--- src/rtl/seg_pkg.sv ---
// Shared constants and types for the 4-digit 7-segment scan controller.
package seg_pkg;

   localparam int NUM_DIGITS = 4;
   localparam int IDX_W      = 2;

   localparam logic [NUM_DIGITS-1:0] AN_OFF  = 4'b1111;
   localparam logic [6:0]            SEG_OFF = 7'b1111111;

   // Active-low {g,f,e,d,c,b,a} patterns, entry 15 leftmost.
   localparam logic [15:0][6:0] SEG_HEX = {
      7'h0E, 7'h06, 7'h21, 7'h46,   // F E d C
      7'h03, 7'h08, 7'h10, 7'h00,   // b A 9 8
      7'h78, 7'h02, 7'h12, 7'h19,   // 7 6 5 4
      7'h30, 7'h24, 7'h79, 7'h40    // 3 2 1 0
   };

   typedef struct packed {
      logic [NUM_DIGITS*4-1:0] value;
      logic [NUM_DIGITS-1:0]   dp;
      logic [NUM_DIGITS-1:0]   blank;
   } disp_t;

endpackage

--- src/rtl/seg_hex_decode.sv ---
// Combinational hex nibble to active-low 7-segment pattern.
module seg_hex_decode
   import seg_pkg::*;
(
   input  logic [3:0] nibble,
   output logic [6:0] seg
);

   assign seg = SEG_HEX[nibble];

endmodule

--- src/rtl/seg_scan_ctrl.sv ---
// Multiplexed 4-digit 7-segment scan controller with frame-synchronous load.
// Optional per-digit blinking is enabled by defining SEG_BLINK_EN.
module seg_scan_ctrl
   import seg_pkg::*;
#(
   parameter int unsigned REFRESH_DIV = 100000,
   parameter int unsigned GUARD_CYC   = 2
`ifdef SEG_BLINK_EN
   ,
   parameter int unsigned BLINK_FRAMES = 64
`endif
)
(
   input  logic                    clk,
   input  logic                    rst_n,
   input  logic                    load,
   input  logic [NUM_DIGITS*4-1:0] value,
   input  logic [NUM_DIGITS-1:0]   dp_in,
   input  logic [NUM_DIGITS-1:0]   blank_in,
`ifdef SEG_BLINK_EN
   input  logic [NUM_DIGITS-1:0]   blink,
`endif
   output logic [NUM_DIGITS-1:0]   an,
   output logic [6:0]              seg,
   output logic                    dp,
   output logic                    pending,
   output logic                    frame_tick
);

   localparam int unsigned DIV_W = $clog2(REFRESH_DIV);

   logic [DIV_W-1:0]      div_reg, div_next;
   logic [IDX_W-1:0]      idx_reg, idx_next;
   disp_t                 shadow_reg, shadow_next;
   disp_t                 active_reg, active_next;
   logic                  pending_reg, pending_next;
   logic [NUM_DIGITS-1:0] an_reg, an_next;
   logic [6:0]            seg_reg, seg_next;
   logic                  dp_reg, dp_next;
   logic                  frame_tick_reg, frame_tick_next;

   logic                  wrap, boundary, guard;
   disp_t                 load_data;
   logic [NUM_DIGITS-1:0] blank_eff;
   logic [NUM_DIGITS-1:0] an_sel;
   logic [3:0]            nib_arr [NUM_DIGITS];
   logic [3:0]            nibble;
   logic [6:0]            seg_dec;

   assign wrap      = (div_reg == DIV_W'(REFRESH_DIV - 1));
   assign boundary  = wrap && (idx_reg == IDX_W'(NUM_DIGITS - 1));
   assign guard     = (div_reg < DIV_W'(GUARD_CYC));
   assign load_data = '{value: value, dp: dp_in, blank: blank_in};

   genvar gi;
   generate
      for (gi = 0; gi < NUM_DIGITS; gi++) begin : g_digit
         assign an_sel[gi]  = (idx_reg != IDX_W'(gi));
         assign nib_arr[gi] = active_reg.value[gi*4 +: 4];
      end
   endgenerate

   assign nibble = nib_arr[idx_reg];

   seg_hex_decode u_hex_decode (
      .nibble (nibble),
      .seg    (seg_dec)
   );

`ifdef SEG_BLINK_EN
   localparam int unsigned BLK_W = (BLINK_FRAMES > 1) ? $clog2(BLINK_FRAMES) : 1;

   logic [BLK_W-1:0] blk_cnt_reg, blk_cnt_next;
   logic             phase_reg, phase_next;

   always_comb begin
      blk_cnt_next = blk_cnt_reg;
      phase_next   = phase_reg;
      if (boundary) begin
         if (blk_cnt_reg == BLK_W'(BLINK_FRAMES - 1)) begin
            blk_cnt_next = '0;
            phase_next   = ~phase_reg;
         end else begin
            blk_cnt_next = blk_cnt_reg + 1'b1;
         end
      end
   end

   always_ff @(posedge clk or negedge rst_n) begin
      if (!rst_n) begin
         blk_cnt_reg <= '0;
         phase_reg   <= 1'b0;
      end else begin
         blk_cnt_reg <= blk_cnt_next;
         phase_reg   <= phase_next;
      end
   end

   // Blink is live: it bypasses the load shadow on purpose.
   assign blank_eff = active_reg.blank | (blink & {NUM_DIGITS{phase_reg}});
`else
   assign blank_eff = active_reg.blank;
`endif

   always_comb begin
      div_next = wrap ? '0 : div_reg + 1'b1;
      idx_next = wrap ? idx_reg + 1'b1 : idx_reg;
   end

   // A load landing on the boundary commits directly; otherwise it waits in the shadow.
   always_comb begin
      shadow_next  = shadow_reg;
      active_next  = active_reg;
      pending_next = pending_reg;
      if (boundary) begin
         if (load) begin
            active_next = load_data;
         end else if (pending_reg) begin
            active_next = shadow_reg;
         end
         pending_next = 1'b0;
      end else if (load) begin
         shadow_next  = load_data;
         pending_next = 1'b1;
      end
   end

   always_comb begin
      an_next         = AN_OFF;
      seg_next        = SEG_OFF;
      dp_next         = 1'b1;
      frame_tick_next = boundary;
      if (!guard && !blank_eff[idx_reg]) begin
         an_next  = an_sel;
         seg_next = seg_dec;
         dp_next  = ~active_reg.dp[idx_reg];
      end
   end

   always_ff @(posedge clk or negedge rst_n) begin
      if (!rst_n) begin
         div_reg        <= '0;
         idx_reg        <= '0;
         shadow_reg     <= '0;
         active_reg     <= '0;
         pending_reg    <= 1'b0;
         an_reg         <= AN_OFF;
         seg_reg        <= SEG_OFF;
         dp_reg         <= 1'b1;
         frame_tick_reg <= 1'b0;
      end else begin
         div_reg        <= div_next;
         idx_reg        <= idx_next;
         shadow_reg     <= shadow_next;
         active_reg     <= active_next;
         pending_reg    <= pending_next;
         an_reg         <= an_next;
         seg_reg        <= seg_next;
         dp_reg         <= dp_next;
         frame_tick_reg <= frame_tick_next;
      end
   end

   assign an         = an_reg;
   assign seg        = seg_reg;
   assign dp         = dp_reg;
   assign pending    = pending_reg;
   assign frame_tick = frame_tick_reg;

endmodule

--- config.mk ---
export PLATFORM = sky130hd
export DESIGN_NAME = seg_scan_ctrl
export DESIGN_NICKNAME = d
export VERILOG_FILES = /design/src/rtl/seg_pkg.sv /design/src/rtl/seg_hex_decode.sv /design/src/rtl/seg_scan_ctrl.sv
export SDC_FILE = /design/constraint.sdc
export NUM_CORES = 1
export LEC_CHECK = 0
export ABC_AREA = 1
export BUFFER_PORTS_ARGS = -buffer_cell sky130_fd_sc_hd__buf_4
export CELL_PAD_IN_SITES_DETAIL_PLACEMENT = 1
export CELL_PAD_IN_SITES_GLOBAL_PLACEMENT = 2
export CORE_MARGIN = 8
export CORE_UTILIZATION = 36
export CTS_BUF_LIST = sky130_fd_sc_hd__clkbuf_4 sky130_fd_sc_hd__clkbuf_8 sky130_fd_sc_hd__clkbuf_16
export DETAILED_ROUTE_END_ITERATION = 8
export GPL_TIMING_DRIVEN = 0
export PLACE_DENSITY = 0.91
export SLEW_MARGIN = 5
export SYNTH_ARGS = -nofsm -noshare
export SYNTH_HDL_FRONTEND = slang
export SYNTH_SLANG_ARGS = --single-unit
--- constraint.sdc ---
create_clock -name clk -period 2 [get_ports clk]
set_clock_uncertainty 0.05 [all_clocks]
set_input_delay 0.4 -clock clk [delete_from_list [all_inputs] [get_ports clk]]
set_output_delay 0.4 -clock clk [all_outputs]
set_load 0.005 [all_outputs]
==> results of run 1 <==
==> power by group through the flow <==
stage / Sequential (mW) / Clock (mW) / Combinational, mW
finish: 1.71 / 1.70 / 0.224
global route: 1.71 / 1.80 / 0.251
CTS: 1.71 / 1.74 / 0.229
detailed placement: 1.73 / 0 / 0.226
global placement: 1.73 / 0 / 0.217
floorplan: 1.73 / 0 / 0.114
==> final cells by class <==
type | instances | area (um2)
fill | 1359 | 6360
inverter | 36 | 136
buffer | 21 | 115
timing repair buffer | 44 | 330
clock buffer | 12 | 260
clock inverter | 3 | 40.0
tap | 143 | 179
sequential | 81 | 2040
multi-input combinational | 367 | 1910
==> routing by layer <==
metal	wire length, um	track usage
met1	5330	0.201
met2	5120	0.249
met3	401	0.0390
met4	149	0.0549
met5	0	0
==> cells by family after synthesis <==
kind of cell	count (synthesis)	synth area share
compound gates	12	0.0164
xor+xnor	5	0.0105
fa+ha+maj	11	0.0329
buf+inv	58	0.0586
flops	81	0.488
mux	24	0.0646
simple gates	315	0.329
==> worst max path at each step <==
| stage | from | to | slack, ns |
|---|---|---|---|
| global placement | idx_reg[1]$_DFFE_PN0N_ | seg[5]$_DFF_PN1_ | -0.04 |
| finish | idx_reg[0]$_DFFE_PN0N_ | seg[0]$_DFF_PN1_ | 0.17 |
| CTS | idx_reg[0]$_DFFE_PN0N_ | seg[0]$_DFF_PN1_ | 0.01 |
| global route | div_reg[6]$_DFF_PN0_ | div_reg[13]$_DFF_PN0_ | 0.01 |
| floorplan | idx_reg[0]$_DFFE_PN0N_ | seg[5]$_DFF_PN1_ | 0.29 |
| detailed placement | idx_reg[1]$_DFFE_PN0N_ | seg[0]$_DFF_PN1_ | -0.13 |
==> cells in the final DEF (no fill, tap or decap), types with 2 or more instances in the layout <==
cell / netlist / final
nand2_1: 181 / 179
buf_6: 2 / 3
nand4_1: 26 / 26
dfrtp_1: 69 / 67
dfstp_2: 12 / 12
inv_2: 1 / 4
ha_1: 11 / 10
buf_4: 0 / 44
inv_1: 33 / 30
dfrtp_2: 0 / 2
nor2_1: 32 / 31
xor2_1: 5 / 5
buf_2: 10 / 8
nor3_1: 6 / 6
nand2_2: 2 / 4
clkinv_2: 0 / 3
clkbuf_4: 0 / 2
nor2_4: 2 / 2
clkbuf_1: 7 / 6
nand3_1: 63 / 63
buf_1: 3 / 3
o21ai_0: 8 / 7
clkbuf_8: 0 / 2
clkbuf_16: 0 / 9
mux2_2: 24 / 24
==> through the flow <==
| stage | std cells | cell area (um2) |
|---|---|---|
| global placement | 689 | 4660 |
| floorplan | 506 | 4190 |
| CTS | 703 | 4970 |
| detailed placement | 689 | 4660 |
| finish | 707 | 5010 |
| global route | 707 | 5010 |
==> repair_timing <==
item	in CTS	in global routing
buffers inserted	0	4
pin swaps	0	2
resized for setup	4	10
endpoints found under the setup margin	24	29
==> out/results.ini, run 1 <==
[timing]
report.final.slew_viol_count = 0
period_needed_ns = 1.83
slew_headroom = 0.302
final.period_utilization = 0.915
rsz0062_at_grt = no
max_slew.worst_pin.slew_ns = 1.05
max_freq_ghz = 0.546
finalHoldViolCount = 0
setup_ws_ns = 0.170
finalSetupViolations = 0
hold_ws_ns = 0.184
tns_ns = 0

[clocking]
clk_pin_slew_ns = 0.06
clockRootBuffer = clkbuf_16
htree_levels = 3
cts_made_buffers = 9
cts_hold_buf = 0
clkSinkCount = 81
cts_tree = built
cts_max_path_buffers = 2
worstSkewPairLatency_ns = 0.35

[critical_path]
critical-path-top-delay-family = simple AND/OR/NAND/NOR gates
reg2reg_from = idx_reg[0]$_DFFE_PN0N_
ff2ff_setup_slack_ns = 0.17
rr_endpoint = seg[0]$_DFF_PN1_
cp.depth = 11
cp.arrival_ns = 2.07
path_cells = inv_2 -> buf_6 -> nand2_1 -> nand3_1 -> nand2_2 -> inv_2 -> ha_2 -> inv_1 -> nor3_1 -> nor2_1 -> nand2_1
cp_max_fo = 11
slowest_stage = dfrtp_2
crit_buf_inv = 4
critical_path_class = reg2reg
required_ns = 2.24
start_kind = flip-flop
r2r_cells = 11
max_stage_delay_ns = 0.45
worst_setup_path_end_kind = flip-flop

[floorplan]
die_y_um = 124
die_x_um = 124
num_rows = 39
start_util = 0.368
ios = 41
die-area_um2 = 15300
core_area_um2 = 11400

[routing]
routed-via-count = 3488
wirelength_um = 11000
drc_errors = 0
wire_per_inst_um = 15.6
first_pass_iters = 4
viasPerCell = 4.93
ant_nets = 0
drt_iter0_markers = 169

[yosys]
ys_top_cells_by_area = dfrtp_1, nand2_1, dfstp_2
syn-cell-area_um2 = 4190
avgSynthCellArea_um2 = 8.27
synth_most_common_cell = nand2_1
synth_nets = 544
synth_top_area_share = 0.413
synth-main-ff-cell = dfrtp_1
async_reset_ff_frac = 1.00
synth_seq_cells = 81
synthCells = 506
ys_types = 27
yosysSeqAreaShare = 0.488
yosys_warnings = 0
yosys-top-cells-count = nand2_1, dfrtp_1, nand3_1
synth_edf_count = 0
synth_top_cell_by_area = dfrtp_1

[grt]
antenna_found_initial = 0
grt_util_all_layers = 0.156
gr-total-overflow = 0
grt_pass1_vias = 3734
grt_max_degree = 82
grt_pass1_wl_um = 18600

[pwr]
p_clk_frac = 0.469
peakVddDrop_mv = 0.378
p_switching_mw = 0.808
p_leak_nw = 2.56
finalPower_mw = 3.63
seqPwrFrac = 0.470
cellPowerDensity_nw_per_um2 = 724
p_comb_frac = 0.062
p_int_mw = 2.82
switching_share = 0.222

[worst_hold_path]
hold_class = in2async

[place]
hpwl_um = 7920
place.gp.congestion = 0.800
io_buffer_count = 40
place_ws_ns = -0.131

[cells_and_area]
largest_reg_flops = 24
drive_gt1_frac = 0.222
fin_nets = 598
area_growth_pct = 19.8
diodes = 0
postLayoutCoreUtil = 0.441

[outcome]
outcome = finished, final reports clean

[run]
max_cap_violations = 0

(Power assumes the default switching activity.)
==> run 2, diff against run 1 <==
--- a/config.mk
+++ b/config.mk
@@ -10,11 +10,11 @@
 export CELL_PAD_IN_SITES_DETAIL_PLACEMENT = 1
 export CELL_PAD_IN_SITES_GLOBAL_PLACEMENT = 2
 export CORE_MARGIN = 8
-export CORE_UTILIZATION = 36
+export CORE_UTILIZATION = 32
 export CTS_BUF_LIST = sky130_fd_sc_hd__clkbuf_4 sky130_fd_sc_hd__clkbuf_8 sky130_fd_sc_hd__clkbuf_16
 export DETAILED_ROUTE_END_ITERATION = 8
 export GPL_TIMING_DRIVEN = 0
-export PLACE_DENSITY = 0.91
+export PLACE_DENSITY = 0.86
 export SLEW_MARGIN = 5
 export SYNTH_ARGS = -nofsm -noshare
 export SYNTH_HDL_FRONTEND = slang
==> constraint.sdc (replaced) <==
create_clock -name clk -period 1.5 [get_ports clk]
set_clock_uncertainty 0.05 [all_clocks]
set_input_delay 0.3 -clock clk [delete_from_list [all_inputs] [get_ports clk]]
set_output_delay 0.3 -clock clk [all_outputs]
set_load 0.005 [all_outputs]
==> run 2 against run 1 <==
Register-to-register slack lost 0.40 ns. Critical path type unchanged. Clock power grew 38%. Cell area grew 25%. Non-clock buffer count grew 53. Worst hold slack lost 0.11 ns. Flip-flop and latch count is the same. Sequential share of layout area shrank 8.1 points. Via count grew 13%. Sequential power grew 33%. Largest power group is now the clock network. Clock-buffer cell count shrank 2. The flow now finishes with violations (setup timing). Worst setup slack lost 0.40 ns.
==> out/results.ini, run 2 (synthesized netlist as in run 1, its figures left out) <==
[clocking]
cts_hold_buf = 0  ; unchanged
clockRootBuffer = clkbuf_16
cts_max_path_buffers = 2  ; unchanged
htree_levels = 3  ; unchanged
clkSinkCount = 81  ; unchanged
cts_made_buffers = 9  ; unchanged
clk_pin_slew_ns = 0.08  ; +0.02 ns
cts_tree = built
worstSkewPairLatency_ns = 0.36  ; about the same

[critical_path]
cp.arrival_ns = 1.96  ; -0.11 ns
start_kind = flip-flop
slowest_stage = dfrtp_1
rr_endpoint = div_reg[7]$_DFF_PN0_
cpMostUsedCell = buf_4
ff2ff_setup_slack_ns = -0.23  ; -0.40 ns
cp-startpoint = div_reg[0]$_DFF_PN0_
r2r_cells = 8  ; -3
critical_path_class = reg2reg
path_cells = buf_4 -> buf_4 -> nand3_2 -> nor2_4 -> buf_4 -> nand3_1 -> nand2_1 -> o211a_1
required_ns = 1.73  ; -0.51 ns
worst_setup_path_end_kind = flip-flop
max_stage_delay_ns = 0.39  ; -0.06 ns
cp_max_fo = 3  ; -8
crit_end = div_reg[7]$_DFF_PN0_
reg2reg_from = div_reg[0]$_DFF_PN0_

[floorplan]
num_rows = 41  ; +5.1%
die_y_um = 130  ; +5.3%
die-area_um2 = 17000  ; +11%
die_x_um = 130  ; +5.3%
start_util = 0.329  ; -0.0391
ios = 41  ; unchanged
core_area_um2 = 12700  ; +12%

[routing]
drc_errors = 0  ; unchanged
routed.top_layer = met4
ant_nets = 0  ; unchanged
routed-via-count = 3947  ; +13%
wl_met3_um = 463  ; +15%
wire_per_inst_um = 18.5  ; +19%
first_pass_iters = 4  ; unchanged
wirelength_um = 14700  ; +33%
drt_iter0_markers = 213  ; +26%
met2_length_um = 7460  ; +46%
viasPerCell = 4.99  ; +1.1%
wl_met1_um = 6180  ; +16%

[cells_and_area]
fin_nets = 652  ; +9.0%
seq_area_um2 = 2050  ; +0.18%
area_growth_pct = 49.9
diodes = 0  ; unchanged
final_common_cell = nand2_1
largest_reg_flops = 24  ; unchanged
postLayoutCoreUtil = 0.493  ; +0.0522
layout.cells.non_filler = 791  ; +12%
fillCellCount = 1496  ; +10%
drive_gt1_frac = 0.496  ; +0.274
stdcell_area_um2 = 6270  ; +25%
layout_common_cells = nand2_1, buf_4, dfrtp_1
multi_input_area_um2 = 2570  ; +35%

[place]
dpl_cell_area_um2 = 4740  ; +1.6%
place.gp.congestion = 0.776  ; -3.0%
hpwl_um = 8070  ; +1.9%
place_ws_ns = -0.442  ; -0.311 ns
io_buffer_count = 40  ; unchanged
dp.cells = 718  ; +4.2%

[timing]
setup_ws_ns = -0.227  ; -0.397 ns
finalHoldViolCount = 0  ; unchanged
finalSetupViolations = 70  ; +70
hold_ws_ns = 0.0735  ; -0.111 ns
final.period_utilization = 1.15  ; +0.236
rsz0062_at_grt = yes
period_needed_ns = 1.73  ; -0.103 ns
max_slew.worst_pin.slew_ns = 1.06  ; +0.0101 ns
tns_ns = -6.43  ; -6.43 ns
max_freq_ghz = 0.579  ; +6.0%
report.final.slew_viol_count = 0  ; unchanged
slew_headroom = 0.295  ; -0.00675

[pwr]
finalPower_mw = 4.92  ; +36%
cellPowerDensity_nw_per_um2 = 785  ; +8.4%
peakVddDrop_mv = 0.403  ; +6.5%
p_leak_nw = 3.03  ; +19%

[run]
max_cap_violations = 0  ; unchanged

[grt]
antenna_found_initial = 0  ; unchanged
grt_util_all_layers = 0.162  ; +0.00606
grt_pass1_vias = 4231  ; +13%
grt_max_degree = 82  ; unchanged
grt_pass1_wl_um = 21300  ; +15%
gr-total-overflow = 0  ; unchanged

[outcome]
outcome = finished with violations
violations = setup timing

[worst_hold_path]
hold_class = in2async

run 2: what timing repair did:
item,CTS,global route
gates cloned,3,1
pin swaps,21,45
gates resized for setup,103,113
endpoints found under the setup margin,75,71
buffers inserted,29,29
run 2: power by group:
part           internal, mW  switching (mW)
Clock                  1.34           0.997
Sequential             2.24          0.0335
Combinational         0.148           0.164
run 2: how the worst min path moves through the flow:
stage               slack [ns]                          to  depth (start not counted)
floorplan                -0.05  active_reg[10]$_DFFE_PN0P_                          0
CTS                       0.13   shadow_reg[9]$_DFFE_PN0P_                          3
global placement          0.40        div_reg[0]$_DFF_PN0_                          1
finish                    0.07  shadow_reg[17]$_DFFE_PN0P_                          1
global route              0.15  shadow_reg[13]$_DFFE_PN0P_                          3
detailed placement        0.40   active_reg[5]$_DFFE_PN0P_                          2
run 2: per-layer routing:
layer | track usage | vias up
li1 | - | 1870
met1 | 0.196 | 1961
met2 | 0.272 | 80
met3 | 0.0306 | 36
met4 | 0.0763 | 0
met5 | 0 | -
run 2: final cells by class:
| type | count | share of cell area |
|---|---|---|
| multi-input combinational | 367 | 0.410 |
| sequential | 81 | 0.326 |
| timing repair buffer | 97 | 0.124 |
| clock buffer | 10 | 0.0381 |
| tap | 172 | 0.0343 |
| buffer | 21 | 0.0285 |
| inverter | 36 | 0.0271 |
| clock inverter | 6 | 0.0108 |
| timing repair inverter | 1 | 0.000997 |
run 2: critical path: cells and delay by family (launching register included):
kind	cells	cell delay [ns]
AO/OA/AOI/OAI	1	0.22
buffers and inverters	3	0.38
flip-flops	1	0.39
AND/OR/NAND/NOR	4	0.63
==> run 3, diff against run 2 <==
==> constraint.sdc (replaced) <==
create_clock -name clk -period 1.5 [get_ports clk]
set_clock_uncertainty 0.05 [all_clocks]
set_input_delay 0.075 -clock clk [delete_from_list [all_inputs] [get_ports clk]]
set_output_delay 0.075 -clock clk [all_outputs]
set_load 0.005 [all_outputs]
==> run 3 against run 2 <==
The run still ends with setup timing left. Global-route usage grew 0.26 points. Utilization grew 2.0 points. Non-clock buffer count grew 25. Fmax down 0.22%. Clock-buffer cell count stayed put. Register-to-register slack about the same. Sequential share of layout area down 1.3 points. Critical path type unchanged. Largest cell class unchanged.
==> out/results.ini, run 3 (synthesized netlist as in run 1, its figures left out) <==
[cells_and_area]
largest_reg_flops = 24  ; unchanged
area_growth_pct = 55.9
diodes = 0  ; unchanged
drive_gt1_frac = 0.477  ; -0.0193
final_common_cell = nand2_1
fin_nets = 677  ; +3.8%
layout_common_cells = nand2_1, buf_4, dfrtp_1
postLayoutCoreUtil = 0.513  ; +0.0197

[pwr]
p_leak_nw = 3.14  ; +3.4%
peakVddDrop_mv = 0.404  ; +0.28%
cellPowerDensity_nw_per_um2 = 763  ; -2.8%

[clocking]
clk_pin_slew_ns = 0.07  ; about the same
clockRootBuffer = clkbuf_16
cts_max_path_buffers = 2  ; unchanged
cts_tree = built
worstSkewPairLatency_ns = 0.36  ; about the same
htree_levels = 3  ; unchanged
clkSinkCount = 81  ; unchanged
cts_made_buffers = 9  ; unchanged

[run]
max_cap_violations = 0  ; unchanged

[routing]
viasPerCell = 4.99  ; about the same
drt_iter0_markers = 211  ; -0.94%
drc_errors = 0  ; unchanged
first_pass_iters = 4  ; unchanged
wire_per_inst_um = 18.3  ; -1.3%
wirelength_um = 14900  ; +1.8%
routed-via-count = 4073  ; +3.2%
ant_nets = 0  ; unchanged

[critical_path]
max_stage_delay_ns = 0.39  ; about the same
slowest_stage = dfrtp_1
cp.arrival_ns = 1.96  ; about the same
ff2ff_setup_slack_ns = -0.23  ; about the same
worst_setup_path_end_kind = flip-flop
cpMostUsedCell = buf_4
r2r_cells = 8  ; unchanged
start_kind = flip-flop
required_ns = 1.73  ; about the same
path_cells = buf_4 -> buf_4 -> nand3_2 -> nor2_4 -> buf_4 -> nand3_1 -> nand2_1 -> o211a_1
critical_path_class = reg2reg
cp_max_fo = 3  ; unchanged
rr_endpoint = div_reg[7]$_DFF_PN0_
reg2reg_from = div_reg[0]$_DFF_PN0_

[grt]
antenna_found_initial = 0  ; unchanged
grt_util_all_layers = 0.164  ; +0.00260
grt_pass1_wl_um = 21700  ; +1.7%
grt_pass1_vias = 4353  ; +2.9%
grt_max_degree = 82  ; unchanged
gr-total-overflow = 0  ; unchanged

[timing]
period_needed_ns = 1.73  ; +0.00373 ns
report.final.slew_viol_count = 0  ; unchanged
max_freq_ghz = 0.578  ; -0.22%
slew_headroom = 0.289  ; -0.00629
final.period_utilization = 1.15  ; +0.00249
finalHoldViolCount = 0  ; unchanged
hold_ws_ns = 0.174  ; +0.101 ns
max_slew.worst_pin.slew_ns = 1.07  ; +0.00943 ns
rsz0062_at_grt = yes
setup_ws_ns = -0.231  ; -0.00373 ns
finalSetupViolations = 70  ; unchanged

[worst_hold_path]
worstHoldEndpoint = shadow_reg[1]$_DFFE_PN0P_
hold_class = in2reg
min_from = load
whs_path_depth = 4

[floorplan]
die_x_um = 130  ; unchanged
die_y_um = 130  ; unchanged
start_util = 0.329  ; unchanged
die-area_um2 = 17000  ; unchanged
core_area_um2 = 12700  ; unchanged
num_rows = 41  ; unchanged
ios = 41  ; unchanged

[outcome]
violations = setup timing
outcome = finished with violations

[place]
io_buffer_count = 40  ; unchanged
hpwl_um = 8070  ; unchanged
place.gp.congestion = 0.776  ; unchanged

-- run 3: layout make-up --
class	instances	area (um2)
plain buffers	21	179
clock buffers	10	239
clock inverters	6	67.6
fillers	1468	6200
inverters	36	170
multi-input cells	367	2570
flip-flops and latches	81	2050
well taps	172	215
repair buffers	122	1030
repair inverters	1	6.26
-- run 3: per-stage QoR --
| stage | setup TNS [ns] | instances | power (mW) | worst slack [ns] | cell area (um2) |
|---|---|---|---|---|---|
| 2_1_floorplan | -0.346 | 506 | 2.45 | -0.0451 | 4220 |
| 3_3_place_gp | -18.85 | 718 | 2.60 | -0.439 | 4740 |
| 3_5_place_dp | -21.02 | 718 | 2.61 | -0.442 | 4740 |
| 4_1_cts | -4.31 | 790 | 4.99 | -0.119 | 5920 |
| 5_1_grt | -12.02 | 816 | 5.16 | -0.240 | 6520 |
| 6_report | -6.38 | 816 | 4.98 | -0.231 | 6520 |
-- run 3: worst max-delay path by stage --
stage / from / endpoint / depth (start not counted)
floorplan: idx_reg[0]$_DFFE_PN0N_ / seg[5]$_DFF_PN1_ / 11
global placement: div_reg[0]$_DFF_PN0_ / active_reg[10]$_DFFE_PN0P_ / 8
detailed placement: div_reg[0]$_DFF_PN0_ / active_reg[14]$_DFFE_PN0P_ / 8
CTS: div_reg[0]$_DFF_PN0_ / shadow_reg[17]$_DFFE_PN0P_ / 10
global route: div_reg[0]$_DFF_PN0_ / div_reg[7]$_DFF_PN0_ / 8
finish: div_reg[0]$_DFF_PN0_ / div_reg[7]$_DFF_PN0_ / 8
-- run 3: per-layer routing --
metal / GRT usage / up-vias / share of wire
met5: 0 / - / 0
met1: 0.196 / 2020 / 0.42
met4: 0.0763 / 0 / 0.037
met3: 0.0302 / 36 / 0.034
met2: 0.282 / 92 / 0.51
li1: - / 1925 / -
-- run 3: power breakdown --
part | internal [mW] | switching, mW
Combinational | 0.190 | 0.176
Sequential | 2.24 | 0.0335
Clock | 1.34 | 0.998
Total | 3.77 | 1.21
-- run 3: critical path: cells and delay by family, from the launching register on --
family                 cells  cell delay (ns)
buffers and inverters      3             0.38
and+or+nand+nor            4             0.63
AOI/OAI and AO/OA          1             0.22
DFF                        1             0.39
-- run 3: what timing repair did --
item                                    4_1_cts  5_1_grt
pin swaps                                    21       45
hold buffers                                 25        0
endpoints found under the setup margin       75       71
gates cloned                                  3        1
resized for setup                           103      113
setup buffers                                29       29
hold endpoints to repair                     93        0
